==> src/rtl/shipgunner_grid_pkg.sv <==
// Shared types for the battleship artillery unit: FSM states, LED result codes
// and the row/column to flat cell index mapping.
package shipgunner_grid_pkg;

  typedef enum logic [1:0] {
    ST_IDLE = 2'd0,
    ST_EVAL = 2'd1,
    ST_OVER = 2'd2
  } state_t;

  typedef enum logic [1:0] {
    LED_NONE   = 2'd0,
    LED_MISS   = 2'd1,
    LED_HIT    = 2'd2,
    LED_REJECT = 2'd3
  } led_t;

  function automatic int cell_idx(input int row, input int col, input int cols);
    return row * cols + col;
  endfunction

endpackage

==> src/rtl/shipgunner_edge.sv <==
// Rising-edge detector for the debounced fire button; a held button yields one pulse.
module shipgunner_edge (
  input  logic i_clk,
  input  logic i_rst,
  input  logic i_clr,
  input  logic i_btn,
  output logic o_press
);

  logic r_prev;

  always_ff @(posedge i_clk) begin
    if (i_rst || i_clr) r_prev <= 1'b0;
    else                r_prev <= i_btn;
  end

  assign o_press = i_btn & ~r_prev;

endmodule

==> src/rtl/shipgunner_grid.sv <==
// Artillery unit: decodes a target cell per fire press, scores it against the ship map,
// keeps shot/hit history and counters, drives the result LEDs and declares WIN/LOSE.
module shipgunner_grid
  import shipgunner_grid_pkg::*;
#(
  parameter int ROWS       = 5,
  parameter int COLS       = 5,
  parameter int ROW_W      = 3,
  parameter int COL_W      = 3,
  parameter int SHIP_CELLS = 9,
  parameter int MAX_SHOTS  = 15,
  parameter int CNT_W      = 5
) (
  input  logic                 CLK,
  input  logic                 RST,
  input  logic                 NCH0,
  input  logic                 BTNIPT,
  input  logic [ROW_W-1:0]     ROWSEL,
  input  logic [COL_W-1:0]     COLSEL,
  input  logic [ROWS*COLS-1:0] SHIPMAP,
  output logic [ROWS*COLS-1:0] SHOTMAP,
  output logic [ROWS*COLS-1:0] HITMAP,
  output logic [CNT_W-1:0]     SHOTCNT,
  output logic [CNT_W-1:0]     HITCNT,
  output logic                 OUT,
  output logic                 RLED,
  output logic                 GLED,
  output logic                 BLED,
  output logic                 WIN,
  output logic                 LOSE
);

  localparam int CELLS = ROWS * COLS;
  localparam int IDX_W = (CELLS > 1) ? $clog2(CELLS) : 1;

  logic             w_press;
  state_t           r_state, w_nextState;
  logic [ROW_W-1:0] r_row;
  logic [COL_W-1:0] r_col;
  logic [CELLS-1:0] r_shotMap, w_shotMap, r_hitMap, w_hitMap;
  logic [CNT_W-1:0] r_shotCnt, w_shotCnt, r_hitCnt, w_hitCnt;
  logic             r_out, w_out, r_win, w_win, r_lose, w_lose;
  led_t             r_led, w_led;
  logic             w_oob, w_repeat, w_ship;
  logic [IDX_W-1:0] w_idx;
  logic [CELLS-1:0] w_mask;

  shipgunner_edge u_edge (
    .i_clk  (CLK),
    .i_rst  (RST),
    .i_clr  (NCH0),
    .i_btn  (BTNIPT),
    .o_press(w_press)
  );

  always_ff @(posedge CLK) begin
    if (RST || NCH0) begin
      r_state   <= ST_IDLE;
      r_row     <= '0;
      r_col     <= '0;
      r_shotMap <= '0;
      r_hitMap  <= '0;
      r_shotCnt <= '0;
      r_hitCnt  <= '0;
      r_out     <= 1'b0;
      r_led     <= LED_NONE;
      r_win     <= 1'b0;
      r_lose    <= 1'b0;
    end else begin
      r_state   <= w_nextState;
      if (r_state == ST_IDLE && w_press) begin
        r_row <= ROWSEL;
        r_col <= COLSEL;
      end
      r_shotMap <= w_shotMap;
      r_hitMap  <= w_hitMap;
      r_shotCnt <= w_shotCnt;
      r_hitCnt  <= w_hitCnt;
      r_out     <= w_out;
      r_led     <= w_led;
      r_win     <= w_win;
      r_lose    <= w_lose;
    end
  end

  // Out-of-range targets get an all-zero mask so they can never touch the maps.
  always_comb begin
    w_oob    = (int'(r_row) >= ROWS) || (int'(r_col) >= COLS);
    w_idx    = IDX_W'(cell_idx(int'(r_row), int'(r_col), COLS));
    w_mask   = w_oob ? '0 : (CELLS'(1) << w_idx);
    w_repeat = |(r_shotMap & w_mask);
    w_ship   = |(SHIPMAP & w_mask);
  end

  always_comb begin
    w_nextState = r_state;
    w_shotMap   = r_shotMap;
    w_hitMap    = r_hitMap;
    w_shotCnt   = r_shotCnt;
    w_hitCnt    = r_hitCnt;
    w_out       = 1'b0;
    w_led       = r_led;
    w_win       = r_win;
    w_lose      = r_lose;
    case (r_state)
      ST_IDLE: begin
        if (w_press) w_nextState = ST_EVAL;
      end
      ST_EVAL: begin
        w_nextState = ST_IDLE;
        if (w_oob || w_repeat) begin
          w_led = LED_REJECT;
        end else begin
          w_shotMap = r_shotMap | w_mask;
          if (r_shotCnt < CNT_W'(MAX_SHOTS)) w_shotCnt = r_shotCnt + 1'b1;
          if (w_ship) begin
            w_hitMap = r_hitMap | w_mask;
            if (r_hitCnt < CNT_W'(SHIP_CELLS)) w_hitCnt = r_hitCnt + 1'b1;
            w_led = LED_HIT;
            w_out = 1'b1;
          end else begin
            w_led = LED_MISS;
          end
          // A winning final shot at the shot limit counts as WIN, not LOSE.
          w_win  = (w_hitCnt == CNT_W'(SHIP_CELLS));
          w_lose = !w_win && (w_shotCnt == CNT_W'(MAX_SHOTS));
          if (w_win || w_lose) w_nextState = ST_OVER;
        end
      end
      ST_OVER: begin
        if (w_press) w_led = LED_REJECT;
      end
      default: w_nextState = ST_IDLE;
    endcase
  end

  assign SHOTMAP = r_shotMap;
  assign HITMAP  = r_hitMap;
  assign SHOTCNT = r_shotCnt;
  assign HITCNT  = r_hitCnt;
  assign OUT     = r_out;
  assign RLED    = (r_led == LED_MISS);
  assign GLED    = (r_led == LED_HIT);
  assign BLED    = (r_led == LED_REJECT);
  assign WIN     = r_win;
  assign LOSE    = r_lose;

endmodule

==> config.mk <==
export PLATFORM = sky130hd
export DESIGN_NAME = shipgunner_grid
export DESIGN_NICKNAME = d
export VERILOG_FILES = /design/src/rtl/shipgunner_grid_pkg.sv /design/src/rtl/shipgunner_edge.sv /design/src/rtl/shipgunner_grid.sv
export SDC_FILE = /design/constraint.sdc
export NUM_CORES = 1
export LEC_CHECK = 0
export ABC_AREA = 1
export BUFFER_PORTS_ARGS = -buffer_cell sky130_fd_sc_hd__buf_2
export CORE_MARGIN = 2
export CORE_UTILIZATION = 40
export DETAILED_ROUTE_END_ITERATION = 7
export MAX_ROUTING_LAYER = met4
export PLACE_DENSITY_LB_ADDON = 0.12
export SETUP_SLACK_MARGIN = 0.3
export SYNTH_ARGS = -nofsm -noshare
export SYNTH_HDL_FRONTEND = slang
export SYNTH_SLANG_ARGS = --single-unit
==> constraint.sdc <==
create_clock -name CLK -period 3.6 [get_ports CLK]
set_clock_uncertainty 0.1 [all_clocks]
set_input_delay 0.18 -clock CLK [delete_from_list [all_inputs] [get_ports CLK]]
set_output_delay 0.18 -clock CLK [all_outputs]
set_load 0.01 [all_outputs]
==> run summary <==
Fin Setup TNS - 0 ns
Synth async-reset ratio - 0%
Clock root cell - clkbuf_8
Synth top area cells - dfxtp_1, nand2_1, nor2_1
Final hold viol count - 1
Synth warn - 0
Drt via density - 5.20
DP Worst Slack - 0.0286 ns
F_max - 0.295 GHz
Count leader, synth - nand2_1
Die H - 101 um
Post-route worst setup slack - 0.207 ns
Max Cap Viol - 0
Top FF cell, synth - dfxtp_1
Max_slew headroom - 55.7%
Routed len/inst - 15.0 um
Number of global-route vias before repair - 3,678
PwrDens - 348 mW/mm2
Hold WS - -0.00435 ns
Synthesized instance count - 543
Largest net degree at the start of global routing - 34
Worst-Skew Late Latency - 0.35 ns
Startpoint types - flop
Clk slew on worst S/H paths - 0.09 ns
Total CTS buffers - 9
Post-layout nets - 746
Top cells by count, synth - nand2_1, nor2_1, dfxtp_1, inv_1
Synthesis-stage register bit count - 74
Sequential Power Share - 43.9%
Library cells used by synthesis - 35
Routed Antenna Nets - 0
Layout cells sized above 1 - 41.5%
Placed cell areas - 0.00455 mm2
Unrepaired setup endpoints after global routing - yes
Final Max Slew Viols - 0
Internal - 1.35 mW
Failing checks - negative hold slack
Hold WC Path Type - input port to flop
Max H-tree Level - 3
Leakage power - 2.50 nW
Filler instances - 882
Switching fraction of total power - 28.8%
Cell taking the most area after synthesis - dfxtp_1
Port buffer count - 100
Syn avg cell area - 6.93 um2
Antenna Cells - 0
Die width - 101 um
Initial antenna violation count - 0
Final setup viols - 0
Critical path arrival - 3.52 ns
Status - finished, violations left
Post-synth EDFFs - 0
Power Total - 1.89 mW
Mapped Area - 0.00376 mm2
Final worst path period share - 94.3%
Syn Nets - 589
Post-synth top area share - 39.4%
Max Root-Sink Buffers - 2
Crit path max fanout - 6
Finished Cell Area - 0.00545 mm2
Area of the multi-input gates - 0.00239 mm2
VDD IR max - 0.239 mV
Core ar. - 0.00920 mm2
CTS Sinks - 74
Die Area - 0.0102 mm2
Combinational share of power - 18.7%
Num ports - 101
Initial Utilization - 40.9%
Worst setup EP type - flop
DRC Markers - 0
DP Wirelength - 8420 um
First-pass GRT wire length - 17,700 um
Worst slew pin tran - 0.664 ns
Detailed Route WL - 12,200 um
Clock Power Share - 37.4%
Period minus WS final - 3.39 ns
DR iter-0 viols - 339
Sequential share of the synthesized area - 39.4%
DRT Pass-1 Iters - 5
Area growth syn-to-layout - 44.7%
CTS tree - done
Register area - 0.00149 mm2
Worst EP required - 3.73 ns
Switching power - 0.546 mW
Setup Crit Path Kind - flop to flop
RePlAce Congestion - 0.962
Num rows - 35
Vias post-DR - 4,239
Global route overflow - 0
GRT Util Overall - 22.9%
-- cells by family after synthesis --
| kind of cell | after synthesis | synth area share [%] |
|---|---|---|
| flip-flops | 74 | 39.4 |
| AND/OR/NAND/NOR | 293 | 34.1 |
| AO/OA/AOI/OAI | 87 | 13.1 |
| buffers and inverters | 74 | 8.64 |
| adder cells (fa/ha/maj) | 11 | 3.86 |
| XOR/XNOR | 4 | 0.931 |
-- worst paths after layout --
path | startpoint | end | slack (ns) | cells past startpoint
min reg2reg | HITMAP[5]$_SDFFE_PP0P_ | HITMAP[5]$_SDFFE_PP0P_ | 0.35 | 2
max reg2reg | r_row[0]$_SDFFE_PP0P_ | LOSE$_SDFFE_PP0P_ | 0.21 | 21
min | COLSEL[1] | r_col[1]$_SDFFE_PP0P_ | -0.004 | 3
max | r_row[0]$_SDFFE_PP0P_ | LOSE$_SDFFE_PP0P_ | 0.21 | 21
-- worst max-delay path, stage by stage, from the launching register on --
cell     delay, ns
dfxtp_2       0.35
ha_4          0.24
ha_4          0.27
inv_2         0.04
fa_2          0.69
inv_4         0.09
nor2_4        0.13
nand2_2       0.08
nor2_4        0.18
buf_6         0.14
nand3_1       0.06
nand2_1       0.07
nor2_1        0.04
nand2_1       0.09
nor2_4        0.07
buf_4         0.14
nand3_1       0.10
nand2_2       0.07
nor2_4        0.12
nand2_1       0.06
nand2_1       0.07
a21oi_2       0.05
-- power by group through the flow --
stage | registers [mW] | clock network, mW | logic [mW]
after CTS | 0.832 | 0.713 | 0.275
after global routing | 0.833 | 0.752 | 0.378
after floorplan | 0.850 | 0 | 0.144
after global placement | 0.850 | 0 | 0.238
after detailed placement | 0.850 | 0 | 0.240
final | 0.832 | 0.708 | 0.354
-- through the flow --
step           util [%]  std cells
4_1_cts            54.2        791
3_5_place_dp       49.5        769
5_1_grt            59.2        815
3_3_place_gp       49.5        769
2_1_floorplan         -        543
6_report           59.2        815
-- registers in the layout, summed over array words and instances (netlist names) --
name and count:
r_led 2, OUT 1, HITCNT 5, u_edge.r_prev 1, SHOTMAP 25, SHOTCNT 5
r_state 2, HITMAP 25, WIN 1, r_col 3, LOSE 1, r_row 3
-- layout make-up --
type / instances / share of cell area (%)
timing repair buffer: 158 / 18.1
timing repair inverter: 1 / 0.115
clock buffer: 10 / 2.34
clock inverter: 5 / 1.45
multi-input combinational: 399 / 43.9
sequential: 74 / 27.3
inverter: 57 / 4.29
tap: 111 / 2.55
-- layer usage --
| layer | part of all wire, % | wire length, um | up-vias | track usage (%) |
|---|---|---|---|---|
| met4 | 4.2 | 510 | 0 | 9.46 |
| met1 | 44 | 5410 | 1941 | 29.4 |
| met2 | 46 | 5610 | 187 | 35.9 |
| met3 | 5.5 | 674 | 45 | 3.74 |
| met5 | 0 | 0 | - | - |
| li1 | - | - | 2066 | - |
-- timing repair --
action / in CTS / in global routing
gates cloned: 0 / 5
setup buffers: 2 / 19
hold endpoints to repair: 5 / 0
resized for setup: 42 / 83
hold buffers: 5 / 0
pin swaps: 10 / 42
endpoints found under the setup margin: 62 / 64
-- layout by cell type (no fill, tap or decap), types with 9 or more instances in the layout --
cell type  Yosys  layout
a21oi_1       45      43
buf_2          4     100
buf_4          2      46
clkbuf_8       0       9
dfxtp_1       74      71
inv_1         52      42
inv_2          4      10
nand2_1      115      95
nand2_2        6      19
nand2_4        3      11
nand3_1       45      39
nor2_1       103      78
nor2_2         4      12
nor2_4         2      19
o21ai_0       18      15
o21ai_2       12      15
Power figures use the tool's default switching activity.
